--- src/rtl/sha256_msg_padder_if.sv ---
// Byte-stream upstream handshake plus the padded-block drive toward the sha256 core.
interface sha256_msg_padder_if;
    logic       in_valid;
    logic       in_ready;
    logic [7:0] in_data;
    logic       in_last;
    logic       in_empty;
    logic       core_load;
    logic [7:0] core_msg;
    logic       busy;
    logic       done;
    logic       err;

    modport master (
        output in_valid, in_data, in_last, in_empty,
        input  in_ready, core_load, core_msg, busy, done, err
    );

    modport slave (
        input  in_valid, in_data, in_last, in_empty,
        output in_ready, core_load, core_msg, busy, done, err
    );
endinterface

--- src/rtl/sha256_msg_padder.sv ---
// Collects a message of up to 55 bytes, pads it to one SHA-256 block, streams it
// to the core one byte per cycle and waits out the core's hash output window.
module sha256_msg_padder (
    input  logic                clk,
    input  logic                rst,
    sha256_msg_padder_if.slave  bus
);
    localparam int MAX_BYTES   = 55;
    localparam int CORE_CYCLES = 113;

    typedef enum logic [1:0] {COLLECT, LOAD, SEND, WAIT} state_t;

    state_t     state;
    logic [5:0] len;
    logic [6:0] cnt;
    logic       drop;
    logic       mid;
    logic [7:0] msg_buf [MAX_BYTES];

    logic       in_ready_r;
    logic       core_load_r;
    logic [7:0] core_msg_r;
    logic       busy_r;
    logic       done_r;
    logic       err_r;

    logic [8:0] bit_len;
    logic [7:0] next_byte;
    logic       accept;
    logic       overflow;

    assign bus.in_ready  = in_ready_r;
    assign bus.core_load = core_load_r;
    assign bus.core_msg  = core_msg_r;
    assign bus.busy      = busy_r;
    assign bus.done      = done_r;
    assign bus.err       = err_r;

    assign bit_len  = {len, 3'b000};
    assign accept   = bus.in_valid && in_ready_r;
    // Once a message has overflowed, every beat up to in_last is swallowed.
    assign overflow = drop || (!bus.in_empty && len == 6'(MAX_BYTES));

    // Padded block byte at index cnt; bit length never exceeds 440, so only bytes 62/63 carry it.
    always_comb begin
        next_byte = 8'h00;
        if (cnt < {1'b0, len})
            next_byte = msg_buf[cnt[5:0]];
        else if (cnt == {1'b0, len})
            next_byte = 8'h80;
        else if (cnt == 7'd62)
            next_byte = {7'b0, bit_len[8]};
        else if (cnt == 7'd63)
            next_byte = bit_len[7:0];
    end

    always_ff @(posedge clk or posedge rst) begin
        if (rst) begin
            state       <= COLLECT;
            len         <= '0;
            cnt         <= '0;
            drop        <= 1'b0;
            mid         <= 1'b0;
            in_ready_r  <= 1'b0;
            core_load_r <= 1'b0;
            core_msg_r  <= '0;
            busy_r      <= 1'b0;
            done_r      <= 1'b0;
            err_r       <= 1'b0;
            for (int i = 0; i < MAX_BYTES; i++)
                msg_buf[i] <= '0;
        end else begin
            core_load_r <= 1'b0;
            done_r      <= 1'b0;
            case (state)
                COLLECT: begin
                    in_ready_r <= 1'b1;
                    if (accept) begin
                        if (!mid)
                            err_r <= 1'b0;
                        mid <= !bus.in_last;
                        if (overflow) begin
                            err_r <= 1'b1;
                            drop  <= !bus.in_last;
                            if (bus.in_last)
                                len <= '0;
                        end else begin
                            if (!bus.in_empty) begin
                                msg_buf[len] <= bus.in_data;
                                len          <= len + 6'd1;
                            end
                            if (bus.in_last) begin
                                state       <= LOAD;
                                core_load_r <= 1'b1;
                                busy_r      <= 1'b1;
                                in_ready_r  <= 1'b0;
                                cnt         <= '0;
                            end
                        end
                    end
                end
                LOAD: begin
                    core_msg_r <= next_byte;
                    cnt        <= cnt + 7'd1;
                    state      <= SEND;
                end
                SEND: begin
                    cnt <= cnt + 7'd1;
                    if (cnt == 7'd64) begin
                        core_msg_r <= '0;
                        state      <= WAIT;
                    end else begin
                        core_msg_r <= next_byte;
                    end
                end
                WAIT: begin
                    cnt <= cnt + 7'd1;
                    // done lands on the last hash word; intake reopens the cycle after.
                    if (cnt == 7'(CORE_CYCLES - 1)) begin
                        done_r <= 1'b1;
                        busy_r <= 1'b0;
                        len    <= '0;
                    end else if (cnt == 7'(CORE_CYCLES)) begin
                        state      <= COLLECT;
                        in_ready_r <= 1'b1;
                    end
                end
                default: state <= COLLECT;
            endcase
        end
    end
endmodule
--- src/flat_wrapper.sv ---
// flat-port wrapper written by rule: the top's interface ports become plain ports
module sha256_msg_padder_flat 
  (clk, rst, bus_in_valid, bus_in_data, bus_in_last, bus_in_empty, bus_in_ready, bus_core_load, bus_core_msg, bus_busy, bus_done, bus_err);
  sha256_msg_padder_if bus_i ();
  input  logic clk;
  input  logic rst;
  input wire logic [$bits(bus_i.in_valid)-1:0] bus_in_valid;
  input wire logic [$bits(bus_i.in_data)-1:0] bus_in_data;
  input wire logic [$bits(bus_i.in_last)-1:0] bus_in_last;
  input wire logic [$bits(bus_i.in_empty)-1:0] bus_in_empty;
  output wire logic [$bits(bus_i.in_ready)-1:0] bus_in_ready;
  output wire logic [$bits(bus_i.core_load)-1:0] bus_core_load;
  output wire logic [$bits(bus_i.core_msg)-1:0] bus_core_msg;
  output wire logic [$bits(bus_i.busy)-1:0] bus_busy;
  output wire logic [$bits(bus_i.done)-1:0] bus_done;
  output wire logic [$bits(bus_i.err)-1:0] bus_err;
  assign bus_i.in_valid = bus_in_valid;
  assign bus_i.in_data = bus_in_data;
  assign bus_i.in_last = bus_in_last;
  assign bus_i.in_empty = bus_in_empty;
  assign bus_in_ready = bus_i.in_ready;
  assign bus_core_load = bus_i.core_load;
  assign bus_core_msg = bus_i.core_msg;
  assign bus_busy = bus_i.busy;
  assign bus_done = bus_i.done;
  assign bus_err = bus_i.err;
  sha256_msg_padder u_core (.clk(clk), .rst(rst), .bus(bus_i));
endmodule
--- config.mk ---
export PLATFORM = sky130hd
export DESIGN_NAME = sha256_msg_padder_flat
export DESIGN_NICKNAME = d
export VERILOG_FILES = /design/src/rtl/sha256_msg_padder_if.sv /design/src/rtl/sha256_msg_padder.sv /design/src/flat_wrapper.sv
export SDC_FILE = /design/constraint.sdc
export NUM_CORES = 1
export LEC_CHECK = 0
export ABC_CLOCK_PERIOD_IN_PS = 27200
export CORE_ASPECT_RATIO = 1.5
export CORE_UTILIZATION = 45
export DETAILED_ROUTE_END_ITERATION = 16
export SYNTH_ARGS = -nofsm -noshare
export SYNTH_HDL_FRONTEND = slang
export SYNTH_SLANG_ARGS = --single-unit
--- constraint.sdc ---
create_clock -name clk -period 27.2 [get_ports clk]
set_input_delay 4.08 -clock clk [delete_from_list [all_inputs] [get_ports clk]]
set_output_delay 4.08 -clock clk [all_outputs]
set_load 0.02 [all_outputs]
==> metrics.txt <==
outcome finished clean; Worst Path Arrival 7.09 ns; Unique masters post-synth 64; mux contribution to synthesized area 34.2%; Ys Warns 0; reg2reg end u_core.bus.core_msg[4]; Power Dens Cells 57.0 nW/µm²; final worst-path cycle share 24.5%; largest net degree at the start of global routing 146; initial antenna violation count 0; critical path's top delay family simple AND/OR/NAND/NOR gates; die width 183 µm; # diodes 0; Slowest-stage cell, CP nor2_2; area leader, netlist dfrtp_1; Hold Path Class flop to flop; routed len/inst 25.7 µm; Worst Skew 0.0289 ns; largest family of logic cells by synthesized area multiplexers; Synth Flop Type dfrtp_1; max incr delay on CP 0.78 ns; Core Box Area 48600 µm²; CTS H-tree depth 2; vias in the first global route 14000; R2R setup slack 23.03 ns; Overflow after GRT 0; Global Route Usage Sum 23.6%; hold slack 0.478 ns; compound-gate portion of the synthesized area 4.37%; Clock Latency Late Sink 0.57 ns; DRT antenna net count 0; Worst-Margin Slew 1.19 ns; initial core utilization 45.6%; syn_nets 1565; Vias per Instance 5.94; Final Max Tran Viols 0; clk buf depth 3; register area 11800 µm²; Die ar. 50100 µm²; TritonCTS clock tree done; critical path depth in cells 7; simple-gate share of the synthesized area 4.75%; # Max-Cap Violations 0; Final Cell Area 24400 µm²; area grow syn2layout 10.2%; DR DRC count 0; WP buf/inv 2; adder-cell share of the synthesized area 0.847%; Multi-input gate area 9790 µm²; R2R Path Start u_core.cnt[1]; P_leak 11.4 nW; crit path kind input port to flop; fillers 4179; CP endpoint u_core.msg_buf[152]; Mapped Area 22100 µm²; First-pass DRT Iterations 6; Hold Violations, Final 0; Post-CTS Setup Repair Bufs 0; Worst EP required 27.63 ns; Worst Setup SP bus_in_valid; Routability Congestion 0.889; Site Rows 99; Worst setup EP type flop; Max IR drop VDD 0.0502 mV; Placed Area 22900 µm²; Sinks on Clock Net 470; chip height 274 µm; first-pass GRT wire length 88600 µm; max frequency 150 MHz; startpoint types input port; IO buf count 25; CP cell instances clkdlybuf4s50_1 -> and3_1 -> o211ai_1 -> inv_1 -> nand4_1 -> nor2_2 -> mux2_2; register area share after synthesis 53.1%; nets 1550; initial drt markers 960; critical-path maximum fanout 8; share of post-route cells with drive strength above 1 44.4%; Setup Total Neg Slack 0 ns; slew margin rel. 20.4%; EDFF count, synth 0; RSZ-0062 raised after global routing false; reg2reg path depth 8; root buffer cell clkbuf_16; Post-Synth XOR/XNOR Area 0%; Area contributors post-synth dfrtp_1, mux2_2, mux4_2; Mean Syn Cell Area 14.4 µm²; Syn Inst Count 1537; minimum clock period 6.66 ns; Via Count 13100; Final setup viols 0; HPWL after detailed placement 35900 µm; #FFs+latches synth 470; CTS resizes 0; top-area cell type share of the netlist area 53.1%; cts bufs inserted 45; cts hold-fix bufs 0; Post-synth ARST share 100%; Routed WL 56700 µm; # IOs 26; clock-pin slew on the worst setup and hold paths 0.06 ns
[per-layer routing]
| metal | GRT usage (%) | up-vias | routed length [µm] | part of all wire (%) |
|---|---|---|---|---|
| met3 | 2.71 | 114 | 1790 | 3.2 |
| met1 | 29.7 | 7035 | 23400 | 41 |
| met2 | 41.4 | 276 | 29400 | 52 |
| met5 | 0 | - | 0 | 0 |
| met4 | 8.95 | 0 | 2180 | 3.9 |
| li1 | - | 5686 | - | - |
[metrics by stage]
step | utilization [%] | setup slack [ns] | cells | power (mW)
floorplan | - | 10.01 | 1537 | 0.730
global placement | 47.1 | 20.09 | 2131 | 0.741
detailed placement | 47.1 | 20.07 | 2131 | 0.741
CTS | 50.3 | 20.62 | 2209 | 1.41
global route | 50.3 | 20.41 | 2209 | 1.43
finish | 50.3 | 20.54 | 2209 | 1.39
[power by group]
part	switching (mW)	internal, mW	total, mW
Sequential	0	0.699	0.699
Clock	0.272	0.393	0.665
Combinational	0.0256	0.00246	0.0281
Total	0.297	1.09	1.39
[cell type report]
class,count,area share (%)
Clock buffer,63,5.39
Inverter,26,0.431
Clock inverter,15,0.938
Timing Repair Buffer,45,1.53
Sequential cell,470,48.2
Multi-Input combinational cell,934,40.1
Tap cell,656,3.36
[sequential cells by signal, summed over array words and instances, names as in the netlist]
signal,flops
u_core.cnt,7
u_core.msg_buf,440
u_core.bus.busy,1
u_core.bus.core_msg,8
u_core.state,2
u_core.bus.err,1
u_core.drop,1
u_core.mid,1
u_core.len,6
u_core.bus.core_load,1
u_core.bus.in_ready,1
u_core.bus.done,1
[worst reg2reg max path, stage by stage (launching register included)]
cell and delay, ns:
dfrtp_4 0.73, buf_4 0.65, buf_4 0.67, mux4_2 0.39, a22o_1 0.14, a211oi_1 0.07, a2111oi_0 0.97, nor3_1 0.17
o32ai_1 0.26
[synthesized netlist by cell type, drive strengths merged (6+ instances only)]
cell and count:
dfrtp 470, mux2 456, mux4 89, clkbuf 64, nand2 57, nor2 48
mux2i 44, buf 43, inv 25, o21ai 25, a21oi 22, nand3 21
a22oi 18, nor3 18, ha 15, a211oi 11, and2 10, a31oi 8
nand4 8, o31ai 8, o211ai 7, o32ai 7, a2111oi 6, a221o 6
[how the worst min path moves through the flow]
| stage | startpoint | endpoint | slack [ns] | cells past startpoint |
|---|---|---|---|---|
| after floorplan | u_core.mid | u_core.mid | 0.44 | 2 |
| after global placement | u_core.mid | u_core.mid | 0.46 | 2 |
| after detailed placement | u_core.mid | u_core.mid | 0.47 | 2 |
| after CTS | u_core.mid | u_core.mid | 0.49 | 2 |
| after global routing | u_core.mid | u_core.mid | 0.50 | 2 |
| final | u_core.mid | u_core.mid | 0.48 | 2 |
[layout by cell type, fill, tap and decap left out, types with 22 or more instances in the layout]
master and n:
mux2i_1 44, a21oi_1 22, nand2_1 43, o21ai_0 24, clkbuf_16 47, mux4_2 89, dfrtp_1 467, nor2_2 27
inv_1 24, mux2_2 449
[cell families after synthesis]
group                    count (synthesis)
AO/OA/AOI/OAI                          138
adder cells (fa/ha/maj)                 15
buffers and inverters                  133
flip-flops                             470
multiplexers                           589
AND/OR/NAND/NOR                        192
No activity file was read; power rests on OpenSTA's default activity.
